## src/rtl/dual_update.sv

```systemverilog
// ADMM dual-variable update: y <= sat(y + u - z), g <= sat(g + x - v), one element per READ_LATENCY+2 cycles.
// Defining DUAL_UPDATE_RESID_EN adds primal/dual residual maxima tracking for the convergence check.
module dual_update #(
    parameter int STATE_DIM    = 12,
    parameter int INPUT_DIM    = 4,
    parameter int HORIZON      = 30,
    parameter int DATA_WIDTH   = 32,
    parameter int ADDR_WIDTH   = 9,
    parameter int READ_LATENCY = 2
) (
    input  logic                         clk,
    input  logic                         rst,
    input  logic                         start,
    input  logic [31:0]                  active_horizon,
    output logic [ADDR_WIDTH-1:0]        u_rdaddress,
    output logic [ADDR_WIDTH-1:0]        z_rdaddress,
    output logic [ADDR_WIDTH-1:0]        z_prev_rdaddress,
    output logic [ADDR_WIDTH-1:0]        y_rdaddress,
    input  logic signed [DATA_WIDTH-1:0] u_data_out,
    input  logic signed [DATA_WIDTH-1:0] z_data_out,
    input  logic signed [DATA_WIDTH-1:0] z_prev_data_out,
    input  logic signed [DATA_WIDTH-1:0] y_data_out,
    output logic [ADDR_WIDTH-1:0]        x_rdaddress,
    output logic [ADDR_WIDTH-1:0]        v_rdaddress,
    output logic [ADDR_WIDTH-1:0]        g_rdaddress,
    input  logic signed [DATA_WIDTH-1:0] x_data_out,
    input  logic signed [DATA_WIDTH-1:0] v_data_out,
    input  logic signed [DATA_WIDTH-1:0] g_data_out,
    output logic [ADDR_WIDTH-1:0]        y_wraddress,
    output logic signed [DATA_WIDTH-1:0] y_data_in,
    output logic                         y_wren,
    output logic [ADDR_WIDTH-1:0]        g_wraddress,
    output logic signed [DATA_WIDTH-1:0] g_data_in,
    output logic                         g_wren,
    output logic                         busy,
    output logic                         done,
    output logic                         err,
    output logic signed [DATA_WIDTH-1:0] prim_resid,
    output logic signed [DATA_WIDTH-1:0] dual_resid
);
    localparam int E     = READ_LATENCY + 2;
    localparam int PH_W  = $clog2(E);
    localparam int CNT_W = (ADDR_WIDTH > 16) ? ADDR_WIDTH : 16;
    localparam int WW    = DATA_WIDTH + 2;
    localparam logic signed [WW-1:0] SAT_HI = {3'b000, {(DATA_WIDTH-1){1'b1}}};
    localparam logic signed [WW-1:0] SAT_LO = {3'b111, {(DATA_WIDTH-1){1'b0}}};

    typedef enum logic [1:0] {IDLE, UPD_Y, UPD_G, DONE} state_t;
    state_t state, state_nx;

    logic [PH_W-1:0]       phase;
    logic [CNT_W-1:0]      idx, y_last, g_last, h_in;
    logic                  h_bad, h_one, last_elem, launch;
    logic                  y_vld_p0, g_vld_p0, y_vld_p1, g_vld_p1;
    logic [ADDR_WIDTH-1:0] in_addr, st_addr, y_addr_p1, g_addr_p1;
    logic signed [DATA_WIDTH-1:0] y_res_p1, g_res_p1;

    function automatic logic signed [WW-1:0] ext(input logic signed [DATA_WIDTH-1:0] a);
        return {{2{a[DATA_WIDTH-1]}}, a};
    endfunction

    function automatic logic signed [DATA_WIDTH-1:0] sat(input logic signed [WW-1:0] v);
        if (v > SAT_HI)
            return {1'b0, {(DATA_WIDTH-1){1'b1}}};
        else if (v < SAT_LO)
            return {1'b1, {(DATA_WIDTH-1){1'b0}}};
        else
            return v[DATA_WIDTH-1:0];
    endfunction

    assign h_in      = active_horizon[CNT_W-1:0];
    assign h_bad     = (active_horizon == 32'd0) || (active_horizon > 32'(HORIZON));
    assign h_one     = (active_horizon == 32'd1);
    assign launch    = (state == IDLE) && start;
    assign last_elem = (phase == PH_W'(E-1)) && (idx == ((state == UPD_Y) ? y_last : g_last));
    assign y_vld_p0  = (state == UPD_Y) && (phase == PH_W'(READ_LATENCY));
    assign g_vld_p0  = (state == UPD_G) && (phase == PH_W'(READ_LATENCY));

    always_ff @(posedge clk) begin
        if (rst)
            state <= IDLE;
        else
            state <= state_nx;
    end

    always_comb begin
        state_nx = state;
        case (state)
            IDLE:    if (start) state_nx = h_bad ? DONE : (h_one ? UPD_G : UPD_Y);
            UPD_Y:   if (last_elem) state_nx = UPD_G;
            UPD_G:   if (last_elem) state_nx = DONE;
            DONE:    if (!start) state_nx = IDLE;
            default: state_nx = IDLE;
        endcase
    end

    always_comb begin
        busy    = (state == UPD_Y) || (state == UPD_G);
        done    = (state == DONE);
        in_addr = (state == UPD_Y) ? idx[ADDR_WIDTH-1:0] : '0;
        st_addr = (state == UPD_G) ? idx[ADDR_WIDTH-1:0] : '0;
    end

    // Element sequencer: phase walks 0..E-1, idx is the linear element index k*DIM + i
    always_ff @(posedge clk) begin
        if (rst || !((state == UPD_Y) || (state == UPD_G))) begin
            phase <= '0;
            idx   <= '0;
        end else if (phase == PH_W'(E-1)) begin
            phase <= '0;
            idx   <= last_elem ? '0 : idx + CNT_W'(1);
        end else begin
            phase <= phase + PH_W'(1);
        end
    end

    always_ff @(posedge clk) begin
        if (launch) begin
            y_last <= CNT_W'(INPUT_DIM) * (h_in - CNT_W'(1)) - CNT_W'(1);
            g_last <= CNT_W'(STATE_DIM) * h_in - CNT_W'(1);
        end
    end

    // Capture stage p0 -> write stage p1
    always_ff @(posedge clk) begin
        if (rst) begin
            y_vld_p1  <= 1'b0;
            g_vld_p1  <= 1'b0;
            y_addr_p1 <= '0;
            g_addr_p1 <= '0;
            y_res_p1  <= '0;
            g_res_p1  <= '0;
            err       <= 1'b0;
        end else begin
            y_vld_p1 <= y_vld_p0;
            g_vld_p1 <= g_vld_p0;
            if (y_vld_p0) begin
                y_addr_p1 <= idx[ADDR_WIDTH-1:0];
                y_res_p1  <= sat(ext(y_data_out) + ext(u_data_out) - ext(z_data_out));
            end
            if (g_vld_p0) begin
                g_addr_p1 <= idx[ADDR_WIDTH-1:0];
                g_res_p1  <= sat(ext(g_data_out) + ext(x_data_out) - ext(v_data_out));
            end
            if (launch)
                err <= h_bad;
        end
    end

    assign u_rdaddress = in_addr;
    assign z_rdaddress = in_addr;
    assign y_rdaddress = in_addr;
    assign x_rdaddress = st_addr;
    assign v_rdaddress = st_addr;
    assign g_rdaddress = st_addr;
    assign y_wraddress = y_addr_p1;
    assign y_data_in   = y_res_p1;
    assign y_wren      = y_vld_p1;
    assign g_wraddress = g_addr_p1;
    assign g_data_in   = g_res_p1;
    assign g_wren      = g_vld_p1;

`ifdef DUAL_UPDATE_RESID_EN
    logic signed [DATA_WIDTH-1:0] prim_r, dual_r, d_uz, d_zz, d_xv;

    function automatic logic signed [DATA_WIDTH-1:0] abs_diff(input logic signed [DATA_WIDTH-1:0] a,
                                                              input logic signed [DATA_WIDTH-1:0] b);
        logic signed [WW-1:0] d;
        d = ext(a) - ext(b);
        if (d < 0)
            d = -d;
        return sat(d);
    endfunction

    assign d_uz = abs_diff(u_data_out, z_data_out);
    assign d_zz = abs_diff(z_data_out, z_prev_data_out);
    assign d_xv = abs_diff(x_data_out, v_data_out);

    // Residual maxima update alongside the capture stage and hold once the run ends
    always_ff @(posedge clk) begin
        if (rst || launch) begin
            prim_r <= '0;
            dual_r <= '0;
        end else begin
            if (y_vld_p0) begin
                if (d_uz > prim_r) prim_r <= d_uz;
                if (d_zz > dual_r) dual_r <= d_zz;
            end
            if (g_vld_p0 && (d_xv > prim_r))
                prim_r <= d_xv;
        end
    end

    assign z_prev_rdaddress = in_addr;
    assign prim_resid       = prim_r;
    assign dual_resid       = dual_r;
`else
    logic unused_zp;
    assign unused_zp        = ^z_prev_data_out;
    assign z_prev_rdaddress = '0;
    assign prim_resid       = '0;
    assign dual_resid       = '0;
`endif
endmodule

```

## config.mk

```make
export PLATFORM = sky130hd
export DESIGN_NAME = dual_update
export DESIGN_NICKNAME = d
export VERILOG_FILES = /design/src/rtl/dual_update.sv
export SDC_FILE = /design/constraint.sdc
export NUM_CORES = 1
export LEC_CHECK = 0
export ABC_AREA = 1
export BUFFER_PORTS_ARGS = -buffer_cell sky130_fd_sc_hd__buf_2
export CORE_MARGIN = 1.5
export CORE_UTILIZATION = 25
export CTS_CLUSTER_SIZE = 8
export DETAILED_ROUTE_END_ITERATION = 10
export REMOVE_ABC_BUFFERS = 1
export SYNTH_ARGS = -nofsm -noshare
export SYNTH_HDL_FRONTEND = slang
export SYNTH_SLANG_ARGS = --single-unit
```

## constraint.sdc

```tcl
create_clock -name clk -period 3.2 [get_ports clk]
set_input_delay 0.32 -clock clk [delete_from_list [all_inputs] [get_ports clk]]
set_output_delay 0.32 -clock clk [all_outputs]
set_load 0.03 [all_outputs]
```

Word-level counts from Yosys, hierarchy flattened
Cells that the tools add are included.
{"block": "word_totals", "word_cells": 65, "in_bits": 259, "latchBits": 0, "ramBits": 0, "mem_count": 0, "register_bits": 137, "mem_bits_ro": 0, "out_inout_bits": 214}
{"block": "classes", "n_bitwise": 0, "mux": 15, "eq_ne": 11, "mul": 1, "order_cmp": 5, "div_mod_pow": 0, "reduce_logical": 12, "n_addsub": 9, "shifts": 0}
{"op": "$mux W32", "count": 4}
{"op": "$gt A34 B32 Y1 const B", "count": 2}
{"op": "$lt A34 B32 Y1 const B", "count": 2}
{"op": "$sub A33 B32 Y34", "count": 2}
{"op": "$add A32 B32 Y33", "count": 2}
{"op": "$eq A32 B1 Y1 const B", "count": 1}
{"op": "$gt A32 B5 Y1 const B", "count": 1}
{"op": "$logic_not A32 Y1", "count": 1}
{"op": "$mux W16", "count": 2}
{"op": "$sub A16 B1 Y16 const B", "count": 2}
{"op": "$mux W9", "count": 2}
{"op": "$add A16 B1 Y16 const B", "count": 1}
{"op": "$eq A16 B16 Y1", "count": 1}
{"op": "$mul A2 B16 Y14 const A", "count": 1}
{"op": "$sub A14 B1 Y14 const B", "count": 1}
{"op": "$mux W2", "count": 6}
{"op": "$eq A2 B2 Y1 const B", "count": 4}
{"op": "$ne A2 B2 Y1 const B", "count": 4}
{"op": "$pmux W2 S4", "count": 1}
{"op": "$logic_and A1 B1 Y1", "count": 4}
{"op": "$reduce_and A4 Y1", "count": 1}
{"op": "$logic_or A1 B1 Y1", "count": 3}
{"op": "$add A2 B1 Y2 const B", "count": 1}
{"op": "$eq A2 B1 Y1 const B", "count": 1}
{"op": "other kinds (3)", "count": 3}

Longest topological paths before layout
{"block": "depth", "depth_word": 6, "ltp_mapped": 22, "mapped_depth_nobuf": 22}

Least setup slack after synthesis
Ideal clock, no wire load.
{"block": "synth_path", "path_kind": "input -> register", "startpoint": "in z_data_out[1]", "endpoint": "reg y_res_p1[11] (netlist: y_data_in[11])", "setup_ps": 120, "path_buffers": 1, "t_arrival_ps": 2679, "path_stages": 18, "path_slack_ps": 402, "required_time_ps": 3080, "path_cell_list": "inv_1 -> fa_1 -> inv_1 -> fa_1 -> nand3b_1 -> nand2_1 -> nand3_1 -> nand2_1 -> nand2_1 -> nand2_2 -> nand2_1 -> nand2_1 -> nand2_1 -> nand2_1 -> nand2_1 -> a21oi_4 -> buf_6 -> a21oi_1"}
{"block": "synth_between", "elab_chain_len": 4, "elab_cells_between_ends": 5}
{"element": "start, declared", "line_no": "20", "source": "input logic signed [DATA_WIDTH-1:0] z_data_out,"}
{"element": "$sub A33 B32 Y34 *", "line_no": "139", "source": "y_res_p1 <= sat(ext(y_data_out) + ext(u_data_out) - ext(z_data_out));"}
{"element": "$lt A34 B32 Y1", "line_no": "65", "source": "else if (v < SAT_LO)"}
{"element": "$mux W32", "line_no": "65"}
{"element": "$mux W32 *", "line_no": "63", "source": "if (v > SAT_HI)"}
{"element": "end signal, assigned", "line_no": "139"}
{"element": "end, declared", "line_no": "56", "source": "logic signed [DATA_WIDTH-1:0] y_res_p1, g_res_p1;"}
Every way passes the cells marked *; elsewhere a longest branch is shown, timed or not.
A chain may end at the register's enable or synchronous reset.

Final worst setup path
{"block": "layout_path", "startpoint": "in x_data_out[1]", "endpoint": "reg g_res_p1[22] (netlist: g_data_in[22])"}
{"block": "layout_between", "elab_chain_len": 5, "elab_cells_between_ends": 6}
{"element": "start, declared", "line_no": "26", "source": "input logic signed [DATA_WIDTH-1:0] x_data_out,"}
{"element": "$add A32 B32 Y33 *", "line_no": "143", "source": "g_res_p1 <= sat(ext(g_data_out) + ext(x_data_out) - ext(v_data_out));"}
{"element": "$sub A33 B32 Y34 *", "line_no": "143"}
{"element": "$lt A34 B32 Y1", "line_no": "65"}
{"element": "$mux W32", "line_no": "65"}
{"element": "$mux W32 *", "line_no": "63"}
{"element": "end signal, assigned", "line_no": "143"}
{"element": "end, declared", "line_no": "56"}
Marked as above.

==> reports/metrics.csv <==
stage,metric,value,unit
global_routing,grt_pass1_vias,12738,
die,floorplan.core_area,55400,um2
routing,drt_first_pass_iters,5,
die,boundaryPins,473,
sta,finalSetupTns,0,ns
layout,fin_nets,2877,
global_routing,grt_first_pass_wirelength,65.6,mm
global_routing,grt_overflow_total,0,
routing,routed_wl,43.4,mm
die,initial_utilization,0.255,
sta,layout_skew,0.00736,ns
worst_setup_path,reg2reg_setup_slack,0.83,ns
worst_setup_path,timing.critical_path.from_type,input pin,
routing,route.vias.total,13406,
sta,hold_violations,0,
place,dpl.hpwl,36.6,mm
worst_hold_path,min_path_type,in2reg,
clock_tree,cts_setup_buffers,0,
clock_tree,clk-insertion-delay-late,0.46,ns
clock_tree,cts.sink_count,133,
clock_tree,htreeDepth,4,
global_routing,antenna_found_initial,1,
job,max_cap_viol_count,0,
clock_tree,maximum_buffer_depth_of_the_clock_tree,2,
worst_setup_path,r2r-end,state[1],
die,dieArea,57900,um2
sta,hold-worst-slack,0.199,ns
synthesis,share_of_flip_flops_with_an_asynchronous_set_or_reset,0,
worst_setup_path,cp_cell_sequence,"buf_2, fa_1, inv_1, fa_1, inv_1, nand3_1, nand2_1, buf_4, a21oi_1, o21ai_0, buf_4, nand2_1, nand2_1, xor2_1, nand2_1, a21oi_2",
clock_tree,clock_root_cell,sky130_fd_sc_hd__clkbuf_16,
sta,finalWorstSetupSlack,0.409,ns
worst_hold_path,worst_hold_path_endpoint,err,
layout,utilization,0.309,
place,pre_cts_ws,-0.0170,ns
place,placed_cell_area,16500,um2
sta,max_clock_freq,358,MHz
synthesis,synthMostInstantiatedCell,sky130_fd_sc_hd__nand2_1,
synthesis,syn_avg_cell_area,6.74,um2
place,routabilityCongestion,0.914,
synthesis,synth-edff-count,28,
synthesis,ys.flop_type,sky130_fd_sc_hd__dfxtp_1,
routing,first_iter_violations,554,
synthesis,ys_seq_elements,133,
synthesis,syn_area,14100,um2
worst_setup_path,timing.reg2reg.worst_path_depth,13,
worst_setup_path,critical_path_slowest_stage_cell,sky130_fd_sc_hd__fa_1,
global_routing,global_route.usage.total,0.147,
worst_setup_path,path_class,in2reg,
layout,drive_above_1_share,0.197,
sta,grt_setup_unrepaired,false,
clock_tree,cts_tree,built,
die,floorplan.die.width,241,um
synthesis,synth_cells,2093,
synthesis,yosysUniqueCellTypes,46,
worst_hold_path,timing.hold.worst.start,start,
power,report.power.total,8.13,mW
routing,drcViolationCount,0,
routing,post_drt_via_cell_ratio,4.18,
clock_tree,clkSlewWorstSetupHoldPaths,0.06,ns
worst_setup_path,worst_ep_required_time,3.59,ns
sta,period_minus_slack,2.79,ns
synthesis,netlist_top_cells_count,"sky130_fd_sc_hd__nand2_1 (480), sky130_fd_sc_hd__inv_1 (458), sky130_fd_sc_hd__a21oi_1 (131), sky130_fd_sc_hd__o21ai_0 (128), sky130_fd_sc_hd__nor2_1 (126)",
worst_setup_path,timing.critical_path.fanout_max,4,
synthesis,netlist.area_leader.share,0.149,
worst_setup_path,critical-path-max-stage-delay,0.67,ns
sta,timing.final.crit_share,0.872,
sta,max_slew_margin,0.488,
worst_hold_path,timing.hold.worst_path_depth,4,
layout,layout.cell_area.non_filler,17100,um2
routing,drt-wirelength-per-cell,13.5,um
worst_setup_path,critical-path-top-cell-by-count,sky130_fd_sc_hd__nand2_1,
place,place.detailed.instances,3178,
layout,finish.cell_count_without_fillers,3210,
worst_setup_path,crit_arrival,3.18,ns
place,buffers_added_on_ports,367,
synthesis,synthesis.yosys.warnings,0,
die,num_rows,86,
worst_setup_path,timing.rr.start,state[1],
power,power.static_leakage,9.62,nW
power,power_density,475,nW/um2
routing,drtAntennaViolNets,0,
clock_tree,ctsHoldBuffers,0,
worst_setup_path,end_kind,register,
die,dieHeight,241,um
run_status,outcome,completed,
layout,layout-area-overhead-vs-synth,21.2,%
synthesis,synth_seq_area_share,0.209,
layout,antenna_cells,0,
clock_tree,cts_made_buffers,17,
sta,worst_slew_pin_slew,0.768,ns
clock_tree,cts-resized-gates,0,
global_routing,grt_max_degree,44,
sta,slew_viol_final,0,
sta,report.final.setup_viol,0,
synthesis,synth.top_cells.by_area,"sky130_fd_sc_hd__dfxtp_1 (15%), sky130_fd_sc_hd__nand2_1 (13%), sky130_fd_sc_hd__inv_1 (12%), sky130_fd_sc_hd__fa_1 (9.2%), sky130_fd_sc_hd__ha_1 (9.2%)",
power,vdd_drop_max,0.285,mV
synthesis,synth_largest_area_cell,sky130_fd_sc_hd__dfxtp_1,
==> layout make-up <==
type / count / area [um2]
clock buffer: 20 / 449
timing repair buffer: 411 / 2240
multi-input combinational: 1426 / 8660
tap: 748 / 936
clock inverter: 12 / 145
inverter: 460 / 1730
fill: 6146 / 38300
sequential: 133 / 2940
==> placed cells by master (no fill, tap or decap), types with 28 or more instances in the layout <==
cell type                  count
sky130_fd_sc_hd__a21oi_1     131
sky130_fd_sc_hd__buf_2       367
sky130_fd_sc_hd__buf_4        38
sky130_fd_sc_hd__conb_1       73
sky130_fd_sc_hd__dfxtp_1     105
sky130_fd_sc_hd__edfxtp_1     28
sky130_fd_sc_hd__fa_1         65
sky130_fd_sc_hd__ha_1        104
sky130_fd_sc_hd__inv_1       458
sky130_fd_sc_hd__nand2_1     480
sky130_fd_sc_hd__nand3_1      87
sky130_fd_sc_hd__nor2_1      126
sky130_fd_sc_hd__o21ai_0     128
sky130_fd_sc_hd__xor2_1       73
==> cell families after synthesis <==
logic type	Yosys count	share of synthesized area
xor+xnor	93	0.0577
simple gates	783	0.232
other cells	1	0.000266
flops	133	0.209
buf+inv	606	0.197
mux	5	0.00364
compound gates	303	0.116
fa+ha+maj	169	0.184
==> state kept, by name, indices dropped and copies added (netlist names) <==
signal       cells
err              1
idx             16
y_wraddress      9
phase            2
y_last          14
g_wraddress      9
g_wren           1
y_data_in       32
state            2
g_data_in       32
y_wren           1
g_last          14
==> power by group <==
group / total, mW / internal (mW) / switching [mW]
clock network: 2.04 / 1.19 / 0.850
registers: 1.95 / 1.89 / 0.0553
logic: 4.14 / 1.45 / 2.69
total: 8.13 / 4.53 / 3.60
==> worst max-delay path: cells and delay by family <==
kind / cells / cell delay, ns
adder cells (fa/ha/maj): 2 / 1.13
buffers and inverters: 5 / 0.61
AO/OA/AOI/OAI: 3 / 0.48
AND/OR/NAND/NOR: 5 / 0.43
XOR/XNOR: 1 / 0.22
==> worst max-delay path by stage <==
stage | end | slack, ns | from | cells after the start
floorplan | g_data_in[21] | -0.1 | v_data_out[1] | 18
global placement | g_data_in[22] | -0.07 | x_data_out[1] | 16
detailed placement | g_data_in[22] | -0.02 | x_data_out[1] | 16
CTS | g_data_in[22] | 0.44 | x_data_out[1] | 16
global route | g_data_in[26] | 0.18 | x_data_out[1] | 18
finish | g_data_in[22] | 0.41 | x_data_out[1] | 16
==> per-layer routing <==
metal,share of wire,wire [um],track usage,vias up
li1,-,-,-,6996
met2,0.48,20900,0.260,345
met1,0.45,19400,0.178,6030
met4,0.016,673,0.0408,2
met3,0.058,2500,0.0315,33
met5,0.00044,19,0,-
(Power assumes the default switching activity.)
